## src/rtl/simt_divergence_ctrl.sv

```systemverilog
// Per-warp SIMT branch divergence controller.
// Turns resolved branch outcomes into SIMT stack pushes, detects reconvergence
// on issued PCs and pops the stack, owns the warp's active thread mask and
// raises one-cycle fetch redirects.
module simt_divergence_ctrl #(
    parameter int WARP_SIZE  = 32,
    parameter int DATA_WIDTH = 32,
    parameter int DEPTH      = 32
) (
    input  logic                       clk,
    input  logic                       rst_n,
    input  logic                       warp_init,
    input  logic [WARP_SIZE-1:0]       init_mask,
    input  logic                       br_valid,
    output logic                       br_ready,
    input  logic [DATA_WIDTH-1:0]      br_target,
    input  logic [DATA_WIDTH-1:0]      br_fallthrough,
    input  logic [DATA_WIDTH-1:0]      br_rpc,
    input  logic [WARP_SIZE-1:0]       br_taken_mask,
    input  logic                       issue_valid,
    input  logic [DATA_WIDTH-1:0]      issue_pc,
    output logic                       busy,
    output logic                       stk_push,
    output logic                       stk_pop,
    output logic [DATA_WIDTH-1:0]      stk_push_rpc,
    output logic [DATA_WIDTH-1:0]      stk_push_npc,
    output logic [WARP_SIZE-1:0]       stk_push_mask,
    input  logic [DATA_WIDTH-1:0]      stk_top_rpc,
    input  logic [DATA_WIDTH-1:0]      stk_top_npc,
    input  logic [WARP_SIZE-1:0]       stk_top_mask,
    input  logic                       stk_empty,
    input  logic [$clog2(DEPTH):0]     stk_depth,
    output logic [WARP_SIZE-1:0]       active_mask,
    output logic                       redirect_valid,
    output logic [DATA_WIDTH-1:0]      redirect_pc,
    output logic                       overflow_err
);

    localparam int DW = $clog2(DEPTH) + 1;
    localparam logic [DW:0] DEPTH_W = (DW + 1)'(DEPTH);

    typedef enum logic [1:0] {
        S_IDLE    = 2'd0,
        S_PUSH_RC = 2'd1,
        S_PUSH_NT = 2'd2,
        S_RECHECK = 2'd3
    } state_t;

    state_t                  state_q;
    logic                    busy_q;
    logic [WARP_SIZE-1:0]    active_mask_q;
    logic                    overflow_err_q;
    logic                    redirect_valid_q;
    logic [DATA_WIDTH-1:0]   redirect_pc_q;
    logic                    stk_push_q;
    logic [DATA_WIDTH-1:0]   push_rpc_q;
    logic [DATA_WIDTH-1:0]   push_npc_q;
    logic [WARP_SIZE-1:0]    push_mask_q;
    // Branch context held across the two push cycles
    logic [DATA_WIDTH-1:0]   tgt_q;
    logic [DATA_WIDTH-1:0]   fall_q;
    logic [DATA_WIDTH-1:0]   rpc_q;
    logic [WARP_SIZE-1:0]    taken_q;
    logic [WARP_SIZE-1:0]    ntaken_q;
    // PC that triggered the last pop; RECHECK compares the new top against it
    logic [DATA_WIDTH-1:0]   held_pc_q;

    logic [WARP_SIZE-1:0]    taken_s;
    logic [WARP_SIZE-1:0]    ntaken_s;
    logic                    free_ok_s;
    logic                    pop_raw_s;
    logic                    pop_s;
    logic [DATA_WIDTH-1:0]   chk_pc_s;
    logic                    br_ready_s;
    logic                    accept_s;

    // Split the incoming branch against the current mask and check for two free slots
    always_comb begin
        taken_s   = active_mask_q & br_taken_mask;
        ntaken_s  = active_mask_q & ~br_taken_mask;
        free_ok_s = (({1'b0, stk_depth}) + (DW + 1)'(2)) <= DEPTH_W;
    end

    // Reconvergence detection: issued PC in IDLE, held PC in RECHECK
    always_comb begin
        pop_raw_s = 1'b0;
        chk_pc_s  = issue_pc;
        case (state_q)
            S_IDLE: begin
                chk_pc_s  = issue_pc;
                pop_raw_s = issue_valid && !stk_empty && (stk_top_rpc == issue_pc);
            end
            S_RECHECK: begin
                chk_pc_s  = held_pc_q;
                pop_raw_s = !stk_empty && (stk_top_rpc == held_pc_q);
            end
            default: begin
                chk_pc_s  = issue_pc;
                pop_raw_s = 1'b0;
            end
        endcase
    end

    // Qualify pop and branch handshake; warp_init silences both
    always_comb begin
        pop_s      = pop_raw_s && !warp_init;
        br_ready_s = (state_q == S_IDLE) && !pop_raw_s && !warp_init;
        accept_s   = br_valid && br_ready_s;
    end

    // Main controller FSM with registered stack, mask and redirect outputs
    always_ff @(posedge clk or negedge rst_n) begin
        if (!rst_n) begin
            state_q          <= S_IDLE;
            busy_q           <= 1'b0;
            active_mask_q    <= {WARP_SIZE{1'b0}};
            overflow_err_q   <= 1'b0;
            redirect_valid_q <= 1'b0;
            redirect_pc_q    <= {DATA_WIDTH{1'b0}};
            stk_push_q       <= 1'b0;
            push_rpc_q       <= {DATA_WIDTH{1'b0}};
            push_npc_q       <= {DATA_WIDTH{1'b0}};
            push_mask_q      <= {WARP_SIZE{1'b0}};
            tgt_q            <= {DATA_WIDTH{1'b0}};
            fall_q           <= {DATA_WIDTH{1'b0}};
            rpc_q            <= {DATA_WIDTH{1'b0}};
            taken_q          <= {WARP_SIZE{1'b0}};
            ntaken_q         <= {WARP_SIZE{1'b0}};
            held_pc_q        <= {DATA_WIDTH{1'b0}};
        end else if (warp_init) begin
            state_q          <= S_IDLE;
            busy_q           <= 1'b0;
            active_mask_q    <= init_mask;
            overflow_err_q   <= 1'b0;
            redirect_valid_q <= 1'b0;
            stk_push_q       <= 1'b0;
        end else begin
            stk_push_q       <= 1'b0;
            redirect_valid_q <= 1'b0;
            case (state_q)
                S_IDLE: begin
                    if (pop_s) begin
                        active_mask_q <= stk_top_mask;
                        held_pc_q     <= issue_pc;
                        if (stk_top_npc != chk_pc_s) begin
                            redirect_valid_q <= 1'b1;
                            redirect_pc_q    <= stk_top_npc;
                            state_q          <= S_IDLE;
                            busy_q           <= 1'b0;
                        end else begin
                            state_q <= S_RECHECK;
                            busy_q  <= 1'b1;
                        end
                    end else if (accept_s) begin
                        tgt_q    <= br_target;
                        fall_q   <= br_fallthrough;
                        rpc_q    <= br_rpc;
                        taken_q  <= taken_s;
                        ntaken_q <= ntaken_s;
                        if (taken_s == {WARP_SIZE{1'b0}}) begin
                            redirect_valid_q <= 1'b1;
                            redirect_pc_q    <= br_fallthrough;
                        end else if (ntaken_s == {WARP_SIZE{1'b0}}) begin
                            redirect_valid_q <= 1'b1;
                            redirect_pc_q    <= br_target;
                        end else if (free_ok_s) begin
                            // Reconvergence entry goes in first so it sits under the not-taken path
                            stk_push_q  <= 1'b1;
                            push_rpc_q  <= br_rpc;
                            push_npc_q  <= br_rpc;
                            push_mask_q <= active_mask_q;
                            state_q     <= S_PUSH_RC;
                            busy_q      <= 1'b1;
                        end else begin
                            // No room: keep going down the taken path only
                            overflow_err_q   <= 1'b1;
                            redirect_valid_q <= 1'b1;
                            redirect_pc_q    <= br_target;
                            active_mask_q    <= taken_s;
                        end
                    end else begin
                        state_q <= S_IDLE;
                        busy_q  <= 1'b0;
                    end
                end
                S_PUSH_RC: begin
                    stk_push_q       <= 1'b1;
                    push_rpc_q       <= rpc_q;
                    push_npc_q       <= fall_q;
                    push_mask_q      <= ntaken_q;
                    redirect_valid_q <= 1'b1;
                    redirect_pc_q    <= tgt_q;
                    state_q          <= S_PUSH_NT;
                    busy_q           <= 1'b1;
                end
                S_PUSH_NT: begin
                    active_mask_q <= taken_q;
                    state_q       <= S_IDLE;
                    busy_q        <= 1'b0;
                end
                S_RECHECK: begin
                    if (pop_s) begin
                        active_mask_q <= stk_top_mask;
                        if (stk_top_npc != chk_pc_s) begin
                            redirect_valid_q <= 1'b1;
                            redirect_pc_q    <= stk_top_npc;
                            state_q          <= S_IDLE;
                            busy_q           <= 1'b0;
                        end else begin
                            state_q <= S_RECHECK;
                            busy_q  <= 1'b1;
                        end
                    end else begin
                        state_q <= S_IDLE;
                        busy_q  <= 1'b0;
                    end
                end
                default: begin
                    state_q <= S_IDLE;
                    busy_q  <= 1'b0;
                end
            endcase
        end
    end

    assign br_ready       = br_ready_s;
    assign busy           = busy_q;
    assign stk_push       = stk_push_q;
    assign stk_pop        = pop_s;
    assign stk_push_rpc   = push_rpc_q;
    assign stk_push_npc   = push_npc_q;
    assign stk_push_mask  = push_mask_q;
    assign active_mask    = active_mask_q;
    assign redirect_valid = redirect_valid_q;
    assign redirect_pc    = redirect_pc_q;
    assign overflow_err   = overflow_err_q;

endmodule
```

## config.mk

```make
export PLATFORM = sky130hd
export DESIGN_NAME = simt_divergence_ctrl
export DESIGN_NICKNAME = d
export VERILOG_FILES = /design/src/rtl/simt_divergence_ctrl.sv
export SDC_FILE = /design/constraint.sdc
export NUM_CORES = 1
export LEC_CHECK = 0
export ABC_AREA = 1
export CELL_PAD_IN_SITES_DETAIL_PLACEMENT = 1
export CELL_PAD_IN_SITES_GLOBAL_PLACEMENT = 1
export CORE_MARGIN = 8
export CORE_UTILIZATION = 33
export CTS_CLUSTER_SIZE = 8
export DETAILED_ROUTE_END_ITERATION = 12
export PLACE_DENSITY_LB_ADDON = 0.1
export SYNTH_ARGS = -nofsm -noshare
export SYNTH_HDL_FRONTEND = slang
export SYNTH_SLANG_ARGS = --single-unit
```

## constraint.sdc

```tcl
create_clock -name clk -period 2 [get_ports clk]
set_input_delay 0.4 -clock clk [delete_from_list [all_inputs] [get_ports clk]]
set_output_delay 0.4 -clock clk [all_outputs]
set_load 0.01 [all_outputs]
```

# Word level (Yosys, flattened, before mapping)
# Cells that the tools add are included.
# Widths: inputs -> output; s select.
[totals] elab_cells=146 n_memories=0 latch_bits=0 ram_bits=0 input_bits=300 rom_bits=0 output_inout_bits=166 regBits=358
[op_classes] n_addsub=1 n_shift=0 n_mul=0 n_bitwise=5 n_lt_le_gt_ge=1 eq_ne=26 mux=72 reduce_logical=25 n_div=0
[op_table] op="$mux 32" count=25
[op_table] op="$pmux 32 s2" count=3
[op_table] op="$pmux 32 s3" count=2
[op_table] op="$and 32x32->32" count=2
[op_table] op="$eq 32x32->1" count=2
[op_table] op="$logic_not 32->1" count=2
[op_table] op="$ne 32x32->1" count=1
[op_table] op="$not 32->32" count=1
[op_table] op="$mux 1" count=29
[op_table] op="$ne 2x2->1 const B" count=10
[op_table] op="$mux 2" count=8
[op_table] op="$ne 4x4->1 const B" count=4
[op_table] op="$ne 5x5->1 const B" count=3
[op_table] op="$reduce_and 6->1" count=2
[op_table] op="$pmux 2 s4" count=1
[op_table] op="$add 6x2->7 const B" count=1
[op_table] op="$le 7x6->1 const B" count=1
[op_table] op="$logic_and 1x1->1" count=7
[op_table] op="$reduce_and 7->1" count=1
[op_table] op="$ne 3x3->1 const B" count=2
[op_table] op="$reduce_and 3->1" count=2
[op_table] op="$reduce_bool 2->1" count=3
[op_table] op="$ne 5x3->1 const B" count=1
[op_table] op="$reduce_and 5->1" count=1
[op_table] op="other kinds (11)" count=16

# Logic depth before layout (Yosys ltp)
# Gate-level depths: netlist of the first run.
[logic_depth] depth_word=12 depth_mapped=22 depth_no_buf=19

# Worst setup path after synthesis of the first run
# No wires, ideal clock.
[synth_path] kind="register to register" from="register state_q[0]" to="register redirect_pc_q[1], in the netlist redirect_pc[1]" arrival_ns=2.108 setup_time_ns=0.117 n_path_buf=3 path_stages_with_launch=21 required_ns=1.883 slack_ns=-0.224 synth_period_minus_slack_ns=2.224 cell_sequence="dfrtp_1 > ha_1 > buf_6 > inv_4 > buf_2 > nand2_1 > nand2_1 > nand2_1 > nand2_1 > nand2_1 > nor2_1 > nand2_1 > nor2_4 > buf_2 > nand3b_1 > nand2_1 > nand2_1 > nand3_1 > nand2_1 > nand3_1 > nand2_1"
[synth_between] elab_chain_len=8 word_cells_on_any_way=20 classes_between="eq/ne: 6; mux: 6; reduce/logical: 8"
[synth_rtl] item="start: declaration" line_no="49" source="state_t state_q;"
[synth_rtl] item="start signal: assignment" line_no="114" source="state_q <= S_IDLE;"
[synth_rtl] item="start signal: assignment" line_no="131" source="state_q <= S_IDLE;"
[synth_rtl] item="start signal: assignment" line_no="148" source="state_q <= S_IDLE;"
[synth_rtl] item="branches (longest 8 deep; another with $mux 32)"
[synth_rtl] item="end signal: assignment" line_no="119" source="redirect_pc_q <= {DATA_WIDTH{1'b0}};"
[synth_rtl] item="end signal: assignment" line_no="147" source="redirect_pc_q <= stk_top_npc;"
[synth_rtl] item="end signal: assignment" line_no="162" source="redirect_pc_q <= br_fallthrough;"
[synth_rtl] item="end: declaration" line_no="54" source="logic [DATA_WIDTH-1:0] redirect_pc_q;"
# Several ways; the timed one is not identified. The select of a mux whose other input is x is not followed.
# A chain may end at the register's enable or synchronous reset.

# Final worst setup path of the first run
[layout_path] from="register state_q[0]" to="register redirect_pc_q[20], in the netlist redirect_pc[20]"
# The elaborated chain is that of the path after synthesis.

==> impl_metrics.tcl, run 1 <==
set metrics [dict create \
    antenna_found_initial 16 \
    place_inst 4734 \
    clock_latency_ps 630 \
    end_kind "flip-flop" \
    overflow 0 \
    avgSynthCellArea_um2 6.638 \
    fin_cells 4915 \
    area_growth_pct 62.10 \
    power_mw 43.79 \
    hold_viol_final 0 \
    hold_path.startpoint "warp_init" \
    p_leak_nw 17.59 \
    critPathLaunchType "flip-flop" \
    critPathRequiredTime_ps 2500 \
    vias 26117 \
    grt_max_degree 66 \
    pin_count 466 \
    tightest_slew_ps 515.9 \
    hold_path_end "stk_push" \
    drtPass1Iterations 5 \
    antenna_left 0 \
    wl_per_cell_um 24.61 \
    synth.top_cell.area_share 0.4189 \
    port-buffer-count 465 \
    fin_nets 4345 \
    finalCritPeriodShare 1.416 \
    dieArea_um2 73210 \
    place_congestion 0.9191 \
    cts.sinks 358 \
    synth_fa_ha_area_frac 0.002925 \
    worstHoldPathCells 2 \
    fin_crit_ps 2832 \
    rsz0062_at_grt "true" \
    ys_types 35 \
    rows 93 \
    synth_cells 3222 \
    final_common_cell "nand2_1" \
    routed_via_density 5.314 \
    tritoncts.num_buffers 52 \
    reg2reg_depth 20 \
    synth_top_family_by_area "simple AND/OR/NAND/NOR gates" \
    cap_violations 0 \
    r2r_slack_ps -830 \
    cts_tree "built" \
    syn_area_um2 21390 \
    cts_buffer_depth 3 \
    grt_pass1_vias 27239 \
    slew_violations 0 \
    r2r-start "state_q[0]" \
    max-slew-margin-rel 0.6561 \
    crit_type "reg -> reg" \
    max_freq_ghz 0.3531 \
    clock_skew_ps 51.06 \
    drt-total-wl_um 121000 \
    drcViolationCount 0 \
    setup_total_negative_slack_ps -201130 \
    initial_core_util 0.3330 \
    synth_mux_area_frac 0 \
    die_w_um 270.6 \
    grt_pass1_wl_um 168000 \
    crit_arrival_ps 3330 \
    dp_hpwl_um 84560 \
    setup_slack_ps -832.4 \
    ys_seq_area_frac 0.4189 \
    status "complete, but fails checks" \
    cts_max_level 2 \
    core_area_um2 64230 \
    layout_common_cells "1285 x nand2_1, 461 x clkdlybuf4s50_1, 357 x dfrtp_1" \
    drive_gt1_frac 0.2231 \
    drtIter0Drc 2029 \
    power_density_nw_per_um2 1263 \
    die_h_um 270.6 \
    yosys.area_share.simple 0.3888 \
    path_clk_slew_ps 60 \
    fillCellCount 7796 \
    track_usage 0.2942 \
    yosys.area_share.xor_xnor 0.006552 \
    setup_violations 428 \
    synth.net_count 3527 \
    crit_fanout 16 \
    synth-seq-cells 358 \
    synth_area_leaders "dfrtp_1 42%, nand2_1 27%, o21ai_0 5.7%, inv_1 5.2%, nand4_1 3.7%" \
    r2r_end "redirect_pc[20]" \
    yosysTopAreaCell "dfrtp_1" \
    synth_warnings 0 \
    hold_class "in -> reg" \
    cts-root-buf "clkbuf_16" \
    violations "setup timing" \
    synth-compound-area-share 0.08863 \
    irDropWorstVdd_uv 803.5 \
]
## routing by layer
layer  global-route usage  share of wire  vias to the layer above
li1                     -              -                    11824
met1               0.3637           0.41                    13046
met3              0.05646          0.059                      277
met2               0.5084           0.49                      956
met4               0.1030          0.043                       14
met5                    0        0.00069                        -
## cells by family after synthesis
| group | count (synthesis) |
|---|---|
| XOR/XNOR | 16 |
| flip-flops | 358 |
| AND/OR/NAND/NOR | 2016 |
| buffers and inverters | 491 |
| AO/OA/AOI/OAI | 336 |
| adder cells (fa/ha/maj) | 5 |
## through the flow
| step | setup WS, ps | hold slack [ps] | util | instance area [um2] |
|---|---|---|---|---|
| 2_1_floorplan | -183.3 | 104.4 | - | 21870 |
| 3_3_place_gp | -1285 | 339.9 | 0.4621 | 29680 |
| 3_5_place_dp | -1244 | 343.4 | 0.4621 | 29680 |
| 4_1_cts | -830.1 | 164.8 | 0.4964 | 31880 |
| 5_1_grt | -936.0 | 170.6 | 0.5395 | 34650 |
| 6_report | -832.4 | 193.2 | 0.5397 | 34670 |
## synthesized netlist by cell type, drive strengths merged
library cell	instances
a21boi	1
nand4	126
ha	5
nor2b	2
and2	1
o21ai	263
xor2	5
o21bai	1
clkinv	1
nand3	149
xnor2	11
nand3b	35
o21a	1
nor2	158
buf	91
dfrtp	358
a21oi	5
or2	23
inv	309
nand2	1519
nor3	2
clkbuf	90
a221oi	32
o211ai	33
nor3b	1
## worst max-delay path by stage
stage	startpoint	end	slack, ps	depth (start not counted)
global placement	issue_pc[13]	stk_pop	-1280	11
detailed placement	issue_pc[13]	stk_pop	-1240	11
CTS	state_q[1]	stk_pop	-830	14
finish	state_q[0]	redirect_pc[20]	-830	20
global route	state_q[1]	state_q[1]	-940	19
floorplan	state_q[0]	redirect_valid	-180	16
## timing repair
action	4_1_cts	5_1_grt
cloned	7	45
endpoints found under the hold margin	31	0
hold buffers	1	0
setup endpoints to repair	431	438
setup buffers	20	38
pin swaps	18	111
resized for setup	92	416
## layout make-up
type	count	area, um2	share of cell area
Inverter	310	1217	0.03512
Tap cell	855	1070	0.03086
Antenna cell	8	20.02	0.0005775
Clock inverter	4	110.1	0.003176
Multi-Input combinational cell	2373	11870	0.3424
Clock buffer	62	1379	0.03977
Timing Repair Buffer	945	10040	0.2896
Sequential cell	358	8960	0.2585
## power breakdown
group / switching [mW] / internal (mW) / total (mW)
Sequential: 2.53 / 10.3 / 12.9
Combinational: 12.1 / 10.3 / 22.4
Clock: 3.57 / 4.93 / 8.50
## critical path, stage by stage, from the launching register on
cell and delay, ps:
dfrtp_1 420, ha_4 200, buf_12 160, clkbuf_16 200
o21ai_1 160, nand2_1 60, nand2_1 140, nand2_1 90
nor2_2 130, nand2_4 70, nor2_4 140, buf_6 160
buf_12 130, clkbuf_16 150, nand3b_1 100, nand2_1 80
nand2_1 50, nand3_1 70, nand2_1 70, nand3_1 80
nand2_1 60
Power figures use the tool's default switching activity.
==> run 2, diff against run 1 <==
Settings changed: CAP_MARGIN from default to 25, CELL_PAD_IN_SITES_DETAIL_PLACEMENT 1 to 2, CELL_PAD_IN_SITES_GLOBAL_PLACEMENT 1 to 2, CORE_UTILIZATION 33 to 25.
==> run 2 against run 1 <==
  * Register-to-register slack worse by 100 ps
  * Setup slack lost 100 ps
  * Hold slack got worse by 42 ps
  * Cell count increased by 7.0%
  * Combinational power is 9.4% higher
  * The flow still finishes with violations (setup timing)
  * Highest routed layer unchanged
  * Clock-buffer cell count grew 3
  * Power rose by 5.7%
  * Design area grew 5.1%
  * Sequential power hardly changed
  * First-iteration DRC count down 29%
  * Largest power group unchanged
  * Critical path type unchanged
  * Largest cell class unchanged
  * Global-route usage down 3.5 points
==> impl_metrics.tcl, run 2 (synthesis gave the netlist of run 1 again) <==
set metrics [dict create \
    hold_slack_ps 151.5 \
    cts_tree "built" \
    die_h_um 308.5 \
    r2r_end "state_q[0]" \
    clock_power_share 0.193 \
    swShare 0.4314 \
    finalCritPeriodShare 1.467 \
    crit_fanout 7 \
    cts-root-buf "clkbuf_16" \
    dp_hpwl_um 96030 \
    fin_cells 5258 \
    final_cell_area_um2 36420 \
    overflow 0 \
    max_freq_ghz 0.3408 \
    crit_chain "ha_4 > buf_12 > buf_12 > buf_4 > o21ai_4 > nand2_1 > nand2_1 > nand2_2 > nor2_4 > nand2_2 > nor2_4 > buf_12 > nand2_8 > buf_12 > clkinv_8 > nand4_1 > nand3_1 > nand2_2 > o21ai_1" \
    r2r-start "state_q[0]" \
    irDropWorstVdd_uv 843.4 \
    drive_gt1_frac 0.2625 \
    critPathCapture "state_q[0]" \
    final_common_cell "nand2_1" \
    port-buffer-count 465 \
    status "complete, but fails checks" \
    seqPwrFrac 0.279 \
    slowest_stage "dfrtp_2" \
    reg2reg_depth 19 \
    crit_start "state_q[0]" \
    grt_pass1_vias 28947 \
    route.met2.wl_um 70410 \
    crit_arrival_ps 3470 \
    initial_core_util 0.2516 \
    dpl_worst_slack_ps -1380 \
    grt_pass1_wl_um 187300 \
    p_comb_frac 0.528 \
    track_usage 0.2596 \
    cap_violations 0 \
    tritoncts.num_buffers 53 \
    p_switching_mw 19.96 \
    critPathLaunchType "flip-flop" \
    met3_wirelength_um 8296 \
    layout_common_cells "1196 x nand2_1, 455 x clkdlybuf4s50_1, 354 x dfrtp_1" \
    max-slew-margin-rel 0.5317 \
    area_growth_pct 70.30 \
    clock_latency_ps 650 \
    rows 107 \
    critPathMaxStageDelay_ps 440 \
    setup_slack_ps -934.4 \
    drt-total-wl_um 142300 \
    slew_violations 0 \
    die_w_um 308.5 \
    pin_count 466 \
    wl_per_cell_um 27.06 \
    violations "setup timing" \
    hold_viol_final 0 \
    fin_crit_ps 2934 \
    rsz0062_at_grt "true" \
    fin_nets 4392 \
    drcViolationCount 0 \
    cts_max_level 2 \
    end_kind "flip-flop" \
    cts_buffer_depth 3 \
    hold_class "in -> reg" \
    setup_violations 467 \
    grt_max_degree 75 \
    place_inst 5034 \
    power_density_nw_per_um2 1270 \
    place_congestion 0.8807 \
    antenna_left 0 \
    vias 26416 \
    clock_skew_ps 41.86 \
    p_leak_nw 18.29 \
    r2r_slack_ps -930 \
    place_area_um2 30220 \
    drtPass1Iterations 6 \
    core_area_um2 85010 \
    path_clk_slew_ps 50 \
    crit_type "reg -> reg" \
    cpMostUsedCell "buf_12" \
    cts.sinks 358 \
    power_mw 46.27 \
    wl_met1_um 58060 \
    antenna_found_initial 22 \
    dieArea_um2 95160 \
    p_int_mw 26.31 \
    drtIter0Drc 1438 \
    tightest_slew_ps 702.5 \
    routed_via_density 5.024 \
    top_layer "met5" \
    critPathRequiredTime_ps 2530 \
]
==> run 2: changes by cell type in the layout (fill, tap and decap cells not counted), sizes merged <==
| cell | before | now |
|---|---|---|
| clkbuf | 97 | 106 |
| clkdlybuf4s50 | 461 | 455 |
| clkinv | 4 | 9 |
| nand3 | 149 | 151 |
| dlygate4sd2 | 0 | 1 |
| dlymetal6s2s | 0 | 5 |
| bufbuf | 0 | 1 |
| buf | 448 | 483 |
| diode | 8 | 11 |
| inv | 309 | 308 |
==> run 2: through the flow <==
| step | setup TNS, ps | utilization |
|---|---|---|
| final | -221880 | 0.4284 |
| after global routing | -266100 | 0.4281 |
| after CTS | -217530 | 0.3860 |
| after detailed placement | -450590 | 0.3555 |
| after global placement | -463970 | 0.3555 |
| after floorplan | -17420 | - |
==> run 2: routing by layer <==
metal  vias to the layer above  track usage
met3                       271      0.05204
met2                       799       0.4587
met1                     13395       0.3177
met4                        18      0.07452
li1                      11933            -
met5                         -            0
==> run 2: area by class of cell <==
class,instances,area (um2)
timing repair inverter,2,36.28
antenna,11,27.53
tap,1144,1431
inverter,310,1236
timing repair buffer,987,10760
sequential,358,8964
fill,9476,48590
multi-input combinational,2375,12430
clock inverter,6,120.1
clock buffer,65,1411
==> run 2: how the worst min path moves through the flow <==
stage,end,depth (start not counted),start
after floorplan,active_mask[0],0,rst_n
after global placement,tgt_q[3],1,rst_n
after detailed placement,tgt_q[3],1,rst_n
after CTS,stk_push,3,warp_init
after global routing,stk_push,3,warp_init
final,stk_push,3,warp_init
==> run 2: repair_timing <==
item,CTS,global route
setup endpoints to repair,452,466
setup buffers,25,55
hold endpoints to repair,38,0
gates resized for setup,122,604
pin swaps,31,117
cloned,15,57
hold buffers,1,0
==> run 2: critical path: cells and delay by family, from the launching register on <==
kind	cells	cell delay, ps
buffers and inverters	6	790
adder cells (fa/ha/maj)	1	200
flip-flops	1	440
AND/OR/NAND/NOR	10	1070
AO/OA/AOI/OAI	2	320
==> run 2: power groups by stage <==
| stage | Combinational, mW | Clock, mW | Sequential (mW) |
|---|---|---|---|
| 2_1_floorplan | 8.26 | 0 | 12.6 |
| 3_3_place_gp | 18.4 | 0 | 12.3 |
| 3_5_place_dp | 19.1 | 0 | 12.4 |
| 4_1_cts | 20.3 | 9.06 | 12.4 |
| 5_1_grt | 26.0 | 9.29 | 13.2 |
| 6_report | 24.5 | 8.92 | 12.9 |
